## config.mk

```make
export PLATFORM = sky130hd
export DESIGN_NAME = key_debounce
export DESIGN_NICKNAME = d
export VERILOG_FILES = /design/src/rtl/debounce_pkg.sv /design/src/rtl/debounce_timer.sv /design/src/rtl/key_debounce.sv
export SDC_FILE = /design/constraint.sdc
export NUM_CORES = 1
export LEC_CHECK = 0
export CAP_MARGIN = 10
export CORE_ASPECT_RATIO = 0.9
export CORE_MARGIN = 5
export CORE_UTILIZATION = 50
export DETAILED_ROUTE_END_ITERATION = 6
export HOLD_SLACK_MARGIN = 0.06
export PLACE_DENSITY = 0.68
export SLEW_MARGIN = 10
export SYNTH_ARGS = -nofsm -noshare
export SYNTH_HDL_FRONTEND = slang
export SYNTH_SLANG_ARGS = --single-unit
```

## constraint.sdc

```tcl
create_clock -name CLK -period 3.75 [get_ports CLK]
set_input_delay 0.5625 -clock CLK [delete_from_list [all_inputs] [get_ports CLK]]
set_output_delay 0.5625 -clock CLK [all_outputs]
set_load 0.1 [all_outputs]
```

## src/rtl/debounce_pkg.sv

```systemverilog
// Shared types and constants for the key debounce stage: FSM state encoding,
// default timing constants and the counter width helper.
package debounce_pkg;

    typedef enum logic [1:0] {
        S_HIGH = 2'd0,
        S_FALL = 2'd1,
        S_LOW  = 2'd2,
        S_RISE = 2'd3
    } state_t;

    localparam int DEF_CNT_MAX  = 500000;
    localparam int DEF_HOLD_MUL = 100;

    // Smallest width (at least 1) whose range 0..2^w-1 covers value-1.
    function automatic int cnt_width(input int value);
        int w;
        w = 1;
        while (w < 31 && (1 << w) < value) begin
            w++;
        end
        return w;
    endfunction

endpackage

```

## src/rtl/debounce_timer.sv

```systemverilog
// Window counter: counts 0..CNT_MAX-1 while enabled, flags the last count and
// wraps to 0 there; clr forces it back to 0.
module debounce_timer
    import debounce_pkg::*;
#(
    parameter int CNT_MAX = DEF_CNT_MAX,
    parameter int CNT_W   = cnt_width(CNT_MAX)
) (
    input  logic             CLK,
    input  logic             RST_n,
    input  logic             clr,
    input  logic             en,
    output logic             done,
    output logic [CNT_W-1:0] cnt
);

    localparam logic [CNT_W-1:0] CNT_LAST = CNT_W'(CNT_MAX - 1);

    logic [CNT_W-1:0] cnt_reg;

    always_ff @(posedge CLK) begin
        if (!RST_n || clr) begin
            cnt_reg <= '0;
        end else if (en) begin
            cnt_reg <= (cnt_reg == CNT_LAST) ? '0 : cnt_reg + CNT_W'(1);
        end
    end

    assign cnt  = cnt_reg;
    assign done = (cnt_reg == CNT_LAST);

endmodule

```

## src/rtl/key_debounce.sv

```systemverilog
// Key debouncer fed by edge-detector pulses: a level change is accepted only
// after CNT_MAX quiet clocks. Long-press strobe built only with DEBOUNCE_HOLD_EN.
module key_debounce
    import debounce_pkg::*;
#(
    parameter int CNT_MAX  = DEF_CNT_MAX,
    parameter int CNT_W    = cnt_width(CNT_MAX),
    parameter int HOLD_MUL = DEF_HOLD_MUL
) (
    input  logic CLK,
    input  logic RST_n,
    input  logic H2L_Sig,
    input  logic L2H_Sig,
    output logic Pin_Out,
    output logic Press_Pulse,
    output logic Release_Pulse,
    output logic Hold_Pulse
);

    state_t           state_reg;
    state_t           state_next;
    logic             press_reg;
    logic             press_next;
    logic             release_reg;
    logic             release_next;
    logic             tmr_clr;
    logic             tmr_en;
    logic             tmr_done;
    logic [CNT_W-1:0] tmr_cnt;
    logic             h2l;
    logic             l2h;

    // Coincident edges cancel each other out.
    assign h2l = H2L_Sig & ~L2H_Sig;
    assign l2h = L2H_Sig & ~H2L_Sig;

    debounce_timer #(
        .CNT_MAX (CNT_MAX),
        .CNT_W   (CNT_W)
    ) u_window_timer (
        .CLK   (CLK),
        .RST_n (RST_n),
        .clr   (tmr_clr),
        .en    (tmr_en),
        .done  (tmr_done),
        .cnt   (tmr_cnt)
    );

    always_ff @(posedge CLK) begin
        if (!RST_n) begin
            state_reg   <= S_HIGH;
            press_reg   <= 1'b0;
            release_reg <= 1'b0;
        end else begin
            state_reg   <= state_next;
            press_reg   <= press_next;
            release_reg <= release_next;
        end
    end

    // The timer is held clear unless a check is in progress and no edge or
    // completion occurs this cycle; edges always win over completion.
    always_comb begin
        state_next   = state_reg;
        press_next   = 1'b0;
        release_next = 1'b0;
        tmr_clr      = 1'b1;
        tmr_en       = 1'b0;
        case (state_reg)
            S_HIGH: begin
                if (h2l) state_next = S_FALL;
            end
            S_FALL: begin
                if (l2h) begin
                    state_next = S_HIGH;
                end else if (h2l) begin
                    state_next = S_FALL;
                end else if (tmr_done) begin
                    state_next = S_LOW;
                    press_next = 1'b1;
                end else begin
                    tmr_clr = 1'b0;
                    tmr_en  = 1'b1;
                end
            end
            S_LOW: begin
                if (l2h) state_next = S_RISE;
            end
            S_RISE: begin
                if (h2l) begin
                    state_next = S_LOW;
                end else if (l2h) begin
                    state_next = S_RISE;
                end else if (tmr_done) begin
                    state_next   = S_HIGH;
                    release_next = 1'b1;
                end else begin
                    tmr_clr = 1'b0;
                    tmr_en  = 1'b1;
                end
            end
            default: state_next = S_HIGH;
        endcase
    end

    // The output level stays at its old value throughout a check.
    assign Pin_Out       = (state_reg == S_HIGH) || (state_reg == S_FALL);
    assign Press_Pulse   = press_reg;
    assign Release_Pulse = release_reg;

    wire unused_tmr_cnt = ^tmr_cnt;

`ifdef DEBOUNCE_HOLD_EN
    localparam int                HOLD_W    = cnt_width(HOLD_MUL + 1);
    localparam logic [HOLD_W-1:0] HOLD_LAST = HOLD_W'(HOLD_MUL - 1);
    localparam logic [HOLD_W-1:0] HOLD_FULL = HOLD_W'(HOLD_MUL);

    logic [HOLD_W-1:0] hold_cnt_reg;
    logic              hold_reg;
    logic              win_clr;
    logic              win_en;
    logic              win_done;
    logic [CNT_W-1:0]  win_cnt;

    // Counting pauses during a rise check so an aborted release resumes it;
    // a full hold count freezes everything until the key is released.
    assign win_clr = (state_reg == S_HIGH) || (state_reg == S_FALL);
    assign win_en  = (state_reg == S_LOW) && (hold_cnt_reg != HOLD_FULL);

    debounce_timer #(
        .CNT_MAX (CNT_MAX),
        .CNT_W   (CNT_W)
    ) u_hold_timer (
        .CLK   (CLK),
        .RST_n (RST_n),
        .clr   (win_clr),
        .en    (win_en),
        .done  (win_done),
        .cnt   (win_cnt)
    );

    always_ff @(posedge CLK) begin
        if (!RST_n || win_clr) begin
            hold_cnt_reg <= '0;
            hold_reg     <= 1'b0;
        end else begin
            hold_reg <= 1'b0;
            if (win_en && win_done) begin
                hold_cnt_reg <= hold_cnt_reg + HOLD_W'(1);
                hold_reg     <= (hold_cnt_reg == HOLD_LAST);
            end
        end
    end

    assign Hold_Pulse = hold_reg;

    wire unused_win_cnt = ^win_cnt;
`else
    assign Hold_Pulse = 1'b0;

    wire unused_hold_mul = (HOLD_MUL > 0);
`endif

endmodule

```

# --- Word-level counts from Yosys, hierarchy flattened ---
# Cells that the tools add are included.
word_totals:
  romBits: 0
  latch_bits: 0
  reg_bits: 23
  n_memories: 0
  input_bits: 4
  elab_cells: 49
  output_inout_bits: 4
  mem_bits_rw: 0
op_classes:
  n_mul: 0
  div_mod_pow: 0
  n_addsub: 1
  bitwise: 7
  n_shift: 0
  magnitude_cmp: 0
  reduce_logical: 7
  muxes: 22
  n_eq_ne: 8
op_table:
  columns: ["operator", "count"]
  rows:
  - ["adder 19 x 1 -> 19 bit, second input constant", 1]
  - ["== test 19 bit, second input constant", 1]
  - ["two-way mux 19 bit", 1]
  - ["two-way mux 2 bit", 8]
  - ["two-way mux 1 bit", 10]
  - ["!= test 4 bit, second input constant", 2]
  - ["one-hot mux 2 bit (4 select lines)", 1]
  - ["OR reduction 4 bit", 2]
  - ["inverter 1 bit", 5]
  - ["== test 2 bit, second input constant", 2]
  - ["!= test 2 bit, second input constant", 2]
  - ["one-hot mux 1 bit (2 select lines)", 2]
  - ["AND reduction 4 bit", 1]
  - ["AND 1 bit", 2]
  - ["== test 2 x 1 -> 1 bit, second input constant", 1]
  - ["logical NOT 2 bit", 1]
  - ["logical OR 1 bit", 2]
  - ["logical NOT 1 bit", 1]

# --- Depth between registers and ports, before layout ---
# Gate-level depths: netlist of the first run.
depth:
  depth_word: 6
  ltp_mapped: 8
  ltp_nobuf: 6

# --- Modules after synthesis ---
# A second synthesis of the first run with hierarchy kept.
unflattened:
  cells_unflattened: 130
  hier_area_um2: 1168.6
modules_own_cells:
  columns: ["mod", "instances", "seq_area_each_um2", "area_each_um2", "cells_each"]
  rows:
  - ["debounce_timer", 1, 380.4, 963.4, 108]
  - ["key_debounce", 1, 80.1, 205.2, 22]

# --- Least setup slack after synthesis of the first run ---
# Ideal clock, no wire load.
synth_timing:
  kind: "reg-to-reg"
  start: "reg u_window_timer.cnt_reg[0] (netlist: u_window_timer.cnt[0])"
  end: "reg state_reg[0]"
  stages_incl_launch_ff: 8
  n_path_buf: 2
  path_slack_ns: 2.006
  required_ns: 3.631
  arrival_time_ns: 1.625
  path_cell_list: "dfxtp_1 ha_1 nand3_1 nor3b_1 a21o_1 buf_2 buf_2 nand2_1"
synth_via:
  elab_chain_len: 3
synth_rtl:
  columns: ["item", "line_no", "text"]
  rows:
  - ["start: declaration", "debounce_timer.sv:19", "logic [CNT_W-1:0] cnt_reg;"]
  - ["start signal: assignment", "debounce_timer.sv:25", "cnt_reg <= (cnt_reg == CNT_LAST) ? '0 : cnt_reg + CNT_W'(1);"]
  - ["== test 19 bit (*)", "debounce_timer.sv:30", "assign done = (cnt_reg == CNT_LAST);"]
  - ["!= test 4 bit (no line)", null, null]
  - ["AND reduction 4 bit (no line) (*)", null, null]
  - ["end signal: assignment", "key_debounce.sv:55", "state_reg <= state_next;"]
  - ["end: declaration", "key_debounce.sv:20", "state_t state_reg;"]
# Mark *: on every way between the ends. The rest lies on a longest branch, timed or not.
# A chain may end at the register's enable or synchronous reset.

# --- Final worst setup path of the first run ---
layout_timing:
  start: "reg state_reg[1]"
  end: "out Pin_Out"
layout_via:
  elab_chain_len: 2
layout_rtl:
  columns: ["item", "line_no", "text"]
  rows:
  - ["== test 2 x 1 -> 1 bit / logical NOT 2 bit (equally long branches)", "key_debounce.sv:107", "assign Pin_Out = (state_reg == S_HIGH) || (state_reg == S_FALL);"]
  - ["logical OR 1 bit (*)", "key_debounce.sv:107", null]
  - ["end: declaration", "key_debounce.sv:14", "output logic Pin_Out,"]
# Marks and branches as above.

==> results of run 1 <==
## layer usage
metal / up-vias / global-route usage [%] / share of wire, %
li1: 468 / - / -
met1: 391 / 17.3 / 47
met2: 9 / 26.1 / 48
met3: 2 / 4.25 / 3.8
met4: 0 / 4.43 / 0.97
met5: - / 0 / 0
## cell families after synthesis
group                      after synthesis
buffers and inverters                   12
other                                    1
muxes                                    2
AOI/OAI and AO/OA                       12
adders and majority gates                4
DFF                                     23
xor gates and xnor gates                13
and+or+nand+nor                         65
## layout by cell type, fill, tap and decap left out, types with 3 or more instances in the layout
| cell type | instances |
|---|---|
| dfxtp_1 | 23 |
| nor4_1 | 5 |
| clkdlybuf4s50_1 | 6 |
| inv_1 | 7 |
| nor2_1 | 19 |
| nand2_1 | 7 |
| nand3_1 | 10 |
| xnor2_1 | 11 |
| nor3_1 | 7 |
| ha_1 | 4 |
| a21oi_1 | 4 |
| or4_1 | 3 |
| clkbuf_4 | 3 |
## metrics by stage
stage | area [µm²] | utilization (%) | hold slack [ps] | std cells
2_1_floorplan | 1120 | - | 430 | 132
3_3_place_gp | 1180 | 54.8 | 452 | 160
3_5_place_dp | 1180 | 54.8 | 459 | 160
4_1_cts | 1210 | 56.0 | 488 | 164
5_1_grt | 1210 | 56.0 | 521 | 164
6_report | 1210 | 56.0 | 476 | 164
## cell type report
| type | count | area [µm²] | area share, % |
|---|---|---|---|
| multi-input combinational | 97 | 604 | 49.9 |
| sequential | 23 | 460 | 38.0 |
| timing repair buffer | 6 | 60.1 | 4.96 |
| tap | 27 | 33.8 | 2.79 |
| clock buffer | 4 | 26.3 | 2.17 |
| inverter | 7 | 26.3 | 2.17 |
## worst paths after layout
path,endpoint,from,depth (start not counted)
setup reg to reg,u_window_timer.cnt[14],u_window_timer.cnt[0],5
hold / removal,u_window_timer.cnt[0],u_window_timer.cnt[0],1
setup / recovery,Pin_Out,state_reg[1],2
hold reg to reg,u_window_timer.cnt[0],u_window_timer.cnt[0],1
## power by group
group	total, mW	switching, mW	internal [mW]	leakage (nW)
Combinational	0.0974	0.0703	0.0271	0.166
Sequential	0.270	0.0149	0.255	0.186
Clock	0.112	0.0702	0.0415	0.0150
==> results_dict.tcl, run 1 <==
set metrics [dict create \
    synth_area_leaders "dfxtp_1 41%, xnor2_1 8.6%, nor2_1 6.4%" \
    avgViaCountPerCell 5.30 \
    portBuffers 6 \
    synth_async_sr_flop_share_pct 0 \
    post_cts_buffers 0 \
    drive_above_1_share_pct 2.92 \
    synth_top_family_by_area "simple AND/OR/NAND/NOR gates" \
    root_buffer "clkbuf_4" \
    cts_resized 0 \
    rrSetupSlack_ps 1650 \
    cp_slowest_cell "clkdlybuf4s50_1" \
    largest_register_ffs 19 \
    max_freq_mhz 401 \
    rsz0062_at_grt "no" \
    status "finished clean" \
    grt_max_degree 19 \
    synth-simple-area-share_pct 30.5 \
    diodes 0 \
    rows 16 \
    clkTransAtPathRegs_ps 120 \
    drtIter0Drc 16 \
    ys.flop_type "dfxtp_1" \
    holdBufCountCts 0 \
    power_mw 0.479 \
    synthDistinctLibCells 31 \
    setup_ws_ps 1260 \
    yosysMostFrequentCell "dfxtp_1" \
    antenna_found_initial 0 \
    clock-sinks 23 \
    grt_pass1_vias 857 \
    setup-violations-final 0 \
    cp.arrival_ps 1930 \
    syn2layout_area_growth_pct 8.28 \
    grt_pass1_wl_mm 3.63 \
    maxCapViolCount 0 \
    worstPathMaxFanout 7 \
    synth_nets 140 \
    synth-seq-cells 23 \
    clock_skew_ps 13.1 \
    synth_seq_area_share_pct 41.2 \
    critPathLaunchType "flip-flop" \
    grt_usage_pct 14.8 \
    path_buf_inv 2 \
    cts_tree "yes" \
    numCtsBuffers 3 \
    clock_path_buffers 2 \
    cp_cell_sequence "inv_1, clkdlybuf4s50_1" \
    period_share_pct 66.5 \
    grt-ovfl-total 0 \
    ios 8 \
    crit_type "flip-flop to output pin" \
    dr.pass1.iters 4 \
    synth_compound_area_share_pct 6.71 \
    slew_viol_final 0 \
    synthesis.area_mm2 0.00112 \
    fin_crit_ps 2490 \
    start_util_pct 51.7 \
    synth_common_cells "23 x dfxtp_1, 19 x nor2_1, 11 x xnor2_1" \
    totalWireLength_mm 2.06 \
    clkLatencyLatePin_ps 310 \
    die_w_um 59.9 \
    drc 0 \
    slew_headroom_pct 35.6 \
    die-area_mm2 0.00328 \
    final_nets 146 \
    fp.dieH_um 54.9 \
    dp.final_hpwl_mm 1.53 \
    htreeDepth 1 \
    cpPeakStageDelay_ps 1130 \
    worstMarginPinSlew_ps 963 \
    ant_nets 0 \
    required_ps 3190 \
    synth_area_leader_cell "dfxtp_1" \
    avgSynthCellArea_um2 8.47 \
    core_area_mm2 0.00216 \
    crit_path_end_kind "output pin" \
    p_per_area_mw_per_mm2 395 \
    syn_inst 132 \
    synth-warning-count 0 \
    synth-edff-count 0 \
    leakage_nw 0.367 \
    routedWlPerCell_um 12.6 \
    ir_drop_mv 0.334 \
    synth_mux_area_share_pct 1.79 \
    synth_top_cell_area_share_pct 41.2 \
    synthXorXnorAreaFrac_pct 10.2 \
    post-place-ws_ps 1380 \
    hold_violations 0 \
    hold_class "flip-flop to flip-flop" \
    gp_congestion 0.826 \
    fin_tns_setup_ps 0 \
    synth_adder_area_share_pct 4.47 \
    fill_cells 203 \
    via_count 870 \
    cp_top_family "buffers and inverters" \
]
Power figures use the tool's default switching activity.
==> run 2: changes to the inputs <==
Settings changed: PLACE_DENSITY 0.68 to 0.7.
Clock period 3.75 ns to 2.2 ns, I/O delays scaled along.
==> run 2 against run 1 <==
Net effect:
- critical endpoint is now u_window_timer.cnt[8]
- highest routed layer unchanged
- clock-buffer cell count is 1 lower
- die area stayed put
- clock skew is 12 ps lower
- largest power group unchanged
- critical path type is now flip-flop to flip-flop
- power is 70% higher
- non-clock buffer count is 3 higher
==> results_dict.tcl, run 2 (same netlist as run 1, synthesis figures left out) <==
set metrics [dict create \
    final_nets 149 \
    clock_skew_ps 1.28 \
    portBuffers 6 \
    hold_violations 0 \
    avgViaCountPerCell 5.43 \
    grt_max_degree 19 \
    r2r_cells 4 \
    fin_crit_ps 1990 \
    multi_input_comb_area_um2 604 \
    reg2reg_from "u_window_timer.cnt[5]" \
    cts_resized 0 \
    fin_tns_setup_ps 0 \
    fill_cells 214 \
    htreeDepth 1 \
    required_ps 2390 \
    diodes 0 \
    setup-violations-final 0 \
    clock_path_buffers 2 \
    grt_usage_pct 14.8 \
    hold_path.startpoint "u_window_timer.cnt[0]" \
    holdBufCountCts 0 \
    slew_viol_final 0 \
    gp_congestion 0.807 \
    syn2layout_area_growth_pct 9.73 \
    crit_start "u_window_timer.cnt[5]" \
    core_area_mm2 0.00216 \
    fp.dieH_um 54.9 \
    grt_pass1_vias 870 \
    post_dp_cell_area_mm2 0.00120 \
    via_count 907 \
    worstMarginPinSlew_ps 570 \
    drc 0 \
    ios 8 \
    max_freq_mhz 503 \
    final_cell_mix "23 x dfxtp_1, 19 x nor2_1, 11 x xnor2_1" \
    fin_util_pct 56.8 \
    cts_tree "yes" \
    die_w_um 59.9 \
    largest_register_ffs 19 \
    clkTransAtPathRegs_ps 120 \
    leakage_nw 0.387 \
    numCtsBuffers 3 \
    p_per_area_mw_per_mm2 662 \
    dr.pass1.iters 4 \
    crit_path_end_kind "flip-flop" \
    hold_class "flip-flop to flip-flop" \
    cp.arrival_ps 2180 \
    ant_nets 0 \
    power_mw 0.813 \
    setup_ws_ps 212 \
    die-area_mm2 0.00328 \
    routedWlPerCell_um 12.1 \
    totalWireLength_mm 2.02 \
    ir_drop_mv 0.589 \
    grt_pass1_wl_mm 3.62 \
    start_util_pct 51.7 \
    root_buffer "clkbuf_4" \
    endpoint "u_window_timer.cnt[8]" \
    post_cts_buffers 0 \
    drtIter0Drc 12 \
    status "finished clean" \
    r2r-end "u_window_timer.cnt[8]" \
    fin_area_mm2 0.00123 \
    grt-ovfl-total 0 \
    rrSetupSlack_ps 210 \
    final_common_cell "dfxtp_1" \
    worstPathMaxFanout 18 \
    post-place-ws_ps 72.0 \
    ff_latch_area_um2 460 \
    dp.final_hpwl_mm 1.50 \
    clock-sinks 23 \
    clkLatencyLatePin_ps 310 \
    antenna_found_initial 0 \
    maxCapViolCount 0 \
    slew_headroom_pct 62.0 \
    drive_above_1_share_pct 7.86 \
    critPathLaunchType "flip-flop" \
    rows 16 \
    rsz0062_at_grt "no" \
    crit_type "flip-flop to flip-flop" \
    period_share_pct 90.4 \
]
[run 2: cell types whose count changed in the layout (fill, tap and decap cells not counted)]
cell             delta
buf_4               +6
clkdlybuf4s50_1     -3
clkbuf_1            -1
clkinv_2            +1
[run 2: area by class of cell]
cell class / instances / area share, %
inverter: 7 / 2.14
sequential: 23 / 37.5
tap: 27 / 2.75
clock inverter: 1 / 0.408
multi-input combinational: 97 / 49.2
clock buffer: 3 / 1.83
timing repair buffer: 9 / 6.12
[run 2: power breakdown]
part	internal (mW)	switching [mW]	total, mW	leakage, nW
Combinational	0.0429	0.119	0.161	0.183
Sequential	0.434	0.0238	0.458	0.186
Clock	0.0680	0.125	0.193	0.0177
[run 2: worst max-delay path: stages (launching register included)]
cell and delay (ps):
dfxtp_1 380, nor4_1 430, nor3b_1 400, a21o_1 550
nor2_1 100
[run 2: worst min path at each step]
stage,end,slack [ps],cells after the start
after floorplan,u_window_timer.cnt[0],430,1
after global placement,u_window_timer.cnt[0],450,1
after detailed placement,u_window_timer.cnt[0],470,1
after CTS,u_window_timer.cnt[18],490,2
after global routing,u_window_timer.cnt[18],510,2
final,u_window_timer.cnt[0],490,1
[run 2: per-layer routing]
layer / GRT usage (%) / wire (µm) / part of all wire (%)
met1: 16.4 / 959 / 48
met2: 26.4 / 935 / 46
met3: 5.66 / 102 / 5.1
met4: 4.43 / 18 / 0.89
met5: 0 / 0 / 0
[run 2: stage by stage]
| stage | hold slack [ps] | instances |
|---|---|---|
| finish | 489 | 167 |
| global placement | 452 | 163 |
| detailed placement | 472 | 163 |
| floorplan | 430 | 132 |
| CTS | 495 | 167 |
| global route | 508 | 167 |
==> RTL edit (config.mk and constraints of run 2) <==
Add a define of `DEBOUNCE_HOLD_EN`.
--- a/src/rtl/key_debounce.sv
+++ b/src/rtl/key_debounce.sv
@@ -1,5 +1,7 @@
 // Key debouncer fed by edge-detector pulses: a level change is accepted only
 // after CNT_MAX quiet clocks. Long-press strobe built only with DEBOUNCE_HOLD_EN.
+`define DEBOUNCE_HOLD_EN
+
 module key_debounce
     import debounce_pkg::*;
 #(
Behaviour: same outputs for any inputs over 10 cycles, from zero or initial values and one cycle with RST_n low; that may be too few to reach the edited logic, so the function may still have changed.
==> RTL edit against run 2 <==
  * Setup slack worse by 0.044 ns
  * Sequential share of layout area decreased by 2.5 points
  * Wire length rose to 2.7 times the old value
  * Final area grew 130%
  * Sequential cell count rose by 27
  * Largest power group unchanged
  * Area after synthesis rose by 130%
  * First-iteration DRC count grew to 8.8 times the old value
  * Total power grew 100%
==> RTL edit: results (changes against run 2) <==
----------------------------------------------------
[Clocking]
  Root Buffer ... sky130_fd_sc_hd__clkbuf_8 (was sky130_fd_sc_hd__clkbuf_4)
  Post-cts resize count ... 0 (unchanged)
  CTS Buf Count ... 5 (was 3)
  Clock-pin slew on the worst setup and hold paths ... 0.09 ns (was 0.12 ns)
  Count of H-tree levels built during CTS ... 2 (was 1)
  Worst-skew pair later-pin latency ... 0.31 ns (about the same)

[Worst setup path]
  Critical-path maximum fanout ... 10 (was 18)
  Arrival time of data at the critical path endpoint ... 2.27 ns (was 2.18 ns)
  Master of the slowest instance on the critical path ... sky130_fd_sc_hd__or4_1 (was sky130_fd_sc_hd__a21o_1)
  Beginning of the critical path ... hold_cnt_reg[0] (was u_window_timer.cnt[5])
  Family of cells with the greatest summed delay on the critical path ... simple AND/OR/NAND/NOR gates (unchanged)
  Largest stage delay on the critical path ... 0.49 ns (was 0.55 ns)

[Final layout]
  Net count of the finished layout ... 325 (was 149)
  Final Instance Count excl. Fillers ... 380 (was 167)
  Diodes inserted ... 0 (unchanged)
  Share of final-layout standard cells stronger than drive strength 1 ... 7.029% (was 7.857%)

[GRT]
  Vias in the first global route ... 2,117 (was 870)
  GRT Overall Usage ... 16.97% (was 14.85%)

[Timing]
  Clock tree skew after final layout ... 0.01433 ns (was 0.001282 ns)
  Actual transition at the worst max-transition pin ... 0.5626 ns (was 0.5701 ns)

[Synthesis]
  Synthesized instance count ... 305 (was 132)
  Part of the Yosys area used for sequential elements ... 38.20% (was 41.16%)
  Synth Area in Adders ... 3.820% (was 4.474%)
  Post-synth net total ... 317 (was 140)
  Yosys cell types ... 47 (was 31)
  Synth Area in Compound Gates ... 16.00% (was 6.711%)
  Post-synthesis mux area share ... 1.958% (was 1.790%)
  Top cells by instance count after synthesis ... sky130_fd_sc_hd__dfxtp_1, sky130_fd_sc_hd__nor2_1, sky130_fd_sc_hd__a21oi_1 (was sky130_fd_sc_hd__dfxtp_1, sky130_fd_sc_hd__nor2_1, sky130_fd_sc_hd__xnor2_1)
  Synth Area in XOR/XNOR ... 5.349% (was 10.18%)
  Biggest area contributors in the synthesized netlist ... sky130_fd_sc_hd__dfxtp_1, sky130_fd_sc_hd__a21oi_1, sky130_fd_sc_hd__xor2_1 (was sky130_fd_sc_hd__dfxtp_1, sky130_fd_sc_hd__xnor2_1, sky130_fd_sc_hd__nor2_1)

[Outcome]
  Run status ... complete, no violations (unchanged)

[Pwr]
  Pleak ... 0.9110 nW (was 0.3867 nW)
  Largest vdd supply drop ... 362.3 uV (was 589.3 uV)

[Placement]
  DP Cell Count ... 373 (was 163)
  Pre-CTS WS ... 0.2332 ns (was 0.07204 ns)
  Input/output buffers ... 7 (was 6)
  Placer Congestion ... 0.7643 (was 0.8065)
  Post-Place Cell Area ... 2745 sq um (was 1200 sq um)
  HPWL after detailed placement ... 3887 um (was 1498 um)

[Routing]
  Total wire length after detailed routing ... 5477 um (was 2015 um)
  DR iter-0 viols ... 105 (was 12)
  Vias per Instance ... 6.024 (was 5.431)

----------------------------------------------------
RTL edit: cell types whose count changed after synthesis, sizes merged, moves of 5 or more:
cell / before / now
a21oi: 4 / 23
and4: 0 / 5
dfxtp: 23 / 50
nand2: 7 / 21
nand3: 10 / 20
nand4: 3 / 14
nor2: 19 / 25
o21ai: 2 / 17
o31ai: 2 / 7
or3: 2 / 13
or4: 3 / 9
xnor2: 11 / 3
xor2: 2 / 13
RTL edit: cell families (layout without fill, tap and decap cells):
group / Yosys count / in the layout
DFF: 50 / 50
AOI/OAI and AO/OA: 65 / 65
xor gates and xnor gates: 16 / 16
muxes: 5 / 5
adders and majority gates: 8 / 8
buffers and inverters: 20 / 28
and+or+nand+nor: 141 / 141
RTL edit: layout make-up:
type | instances | area [sq um]
well taps | 67 | 83.83
clock buffers | 6 | 82.58
repair buffers | 11 | 90.09
flip-flops and latches | 50 | 1001
multi-input cells | 235 | 1533
clock inverters | 1 | 30.03
fillers | 486 | 2303
inverters | 10 | 37.54
RTL edit: worst paths after layout:
| kind | to | slack, ns | depth (start not counted) |
|---|---|---|---|
| max | u_hold_timer.cnt[17] | 0.17 | 6 |
| min | u_window_timer.cnt[0] | 0.48 | 1 |
| max reg2reg | u_hold_timer.cnt[17] | 0.17 | 6 |
| min reg2reg | u_window_timer.cnt[0] | 0.48 | 1 |
RTL edit: power by group:
part | internal, W | leakage, nW | switching, W
clock | 0.000364 | 0.0573 | 0.000300
combinational | 0.0000263 | 0.451 | 0.0000505
sequential | 0.000909 | 0.403 | 0.00000826
total | 0.00130 | 0.911 | 0.000359
RTL edit: layer usage:
layer	vias to the layer above	GRT usage (%)	part of all wire, %
met5	-	0	0
met4	0	5.919	1.2
met3	7	3.148	3.4
met2	35	28.20	48
met1	1081	21.94	47
li1	1166	-	-
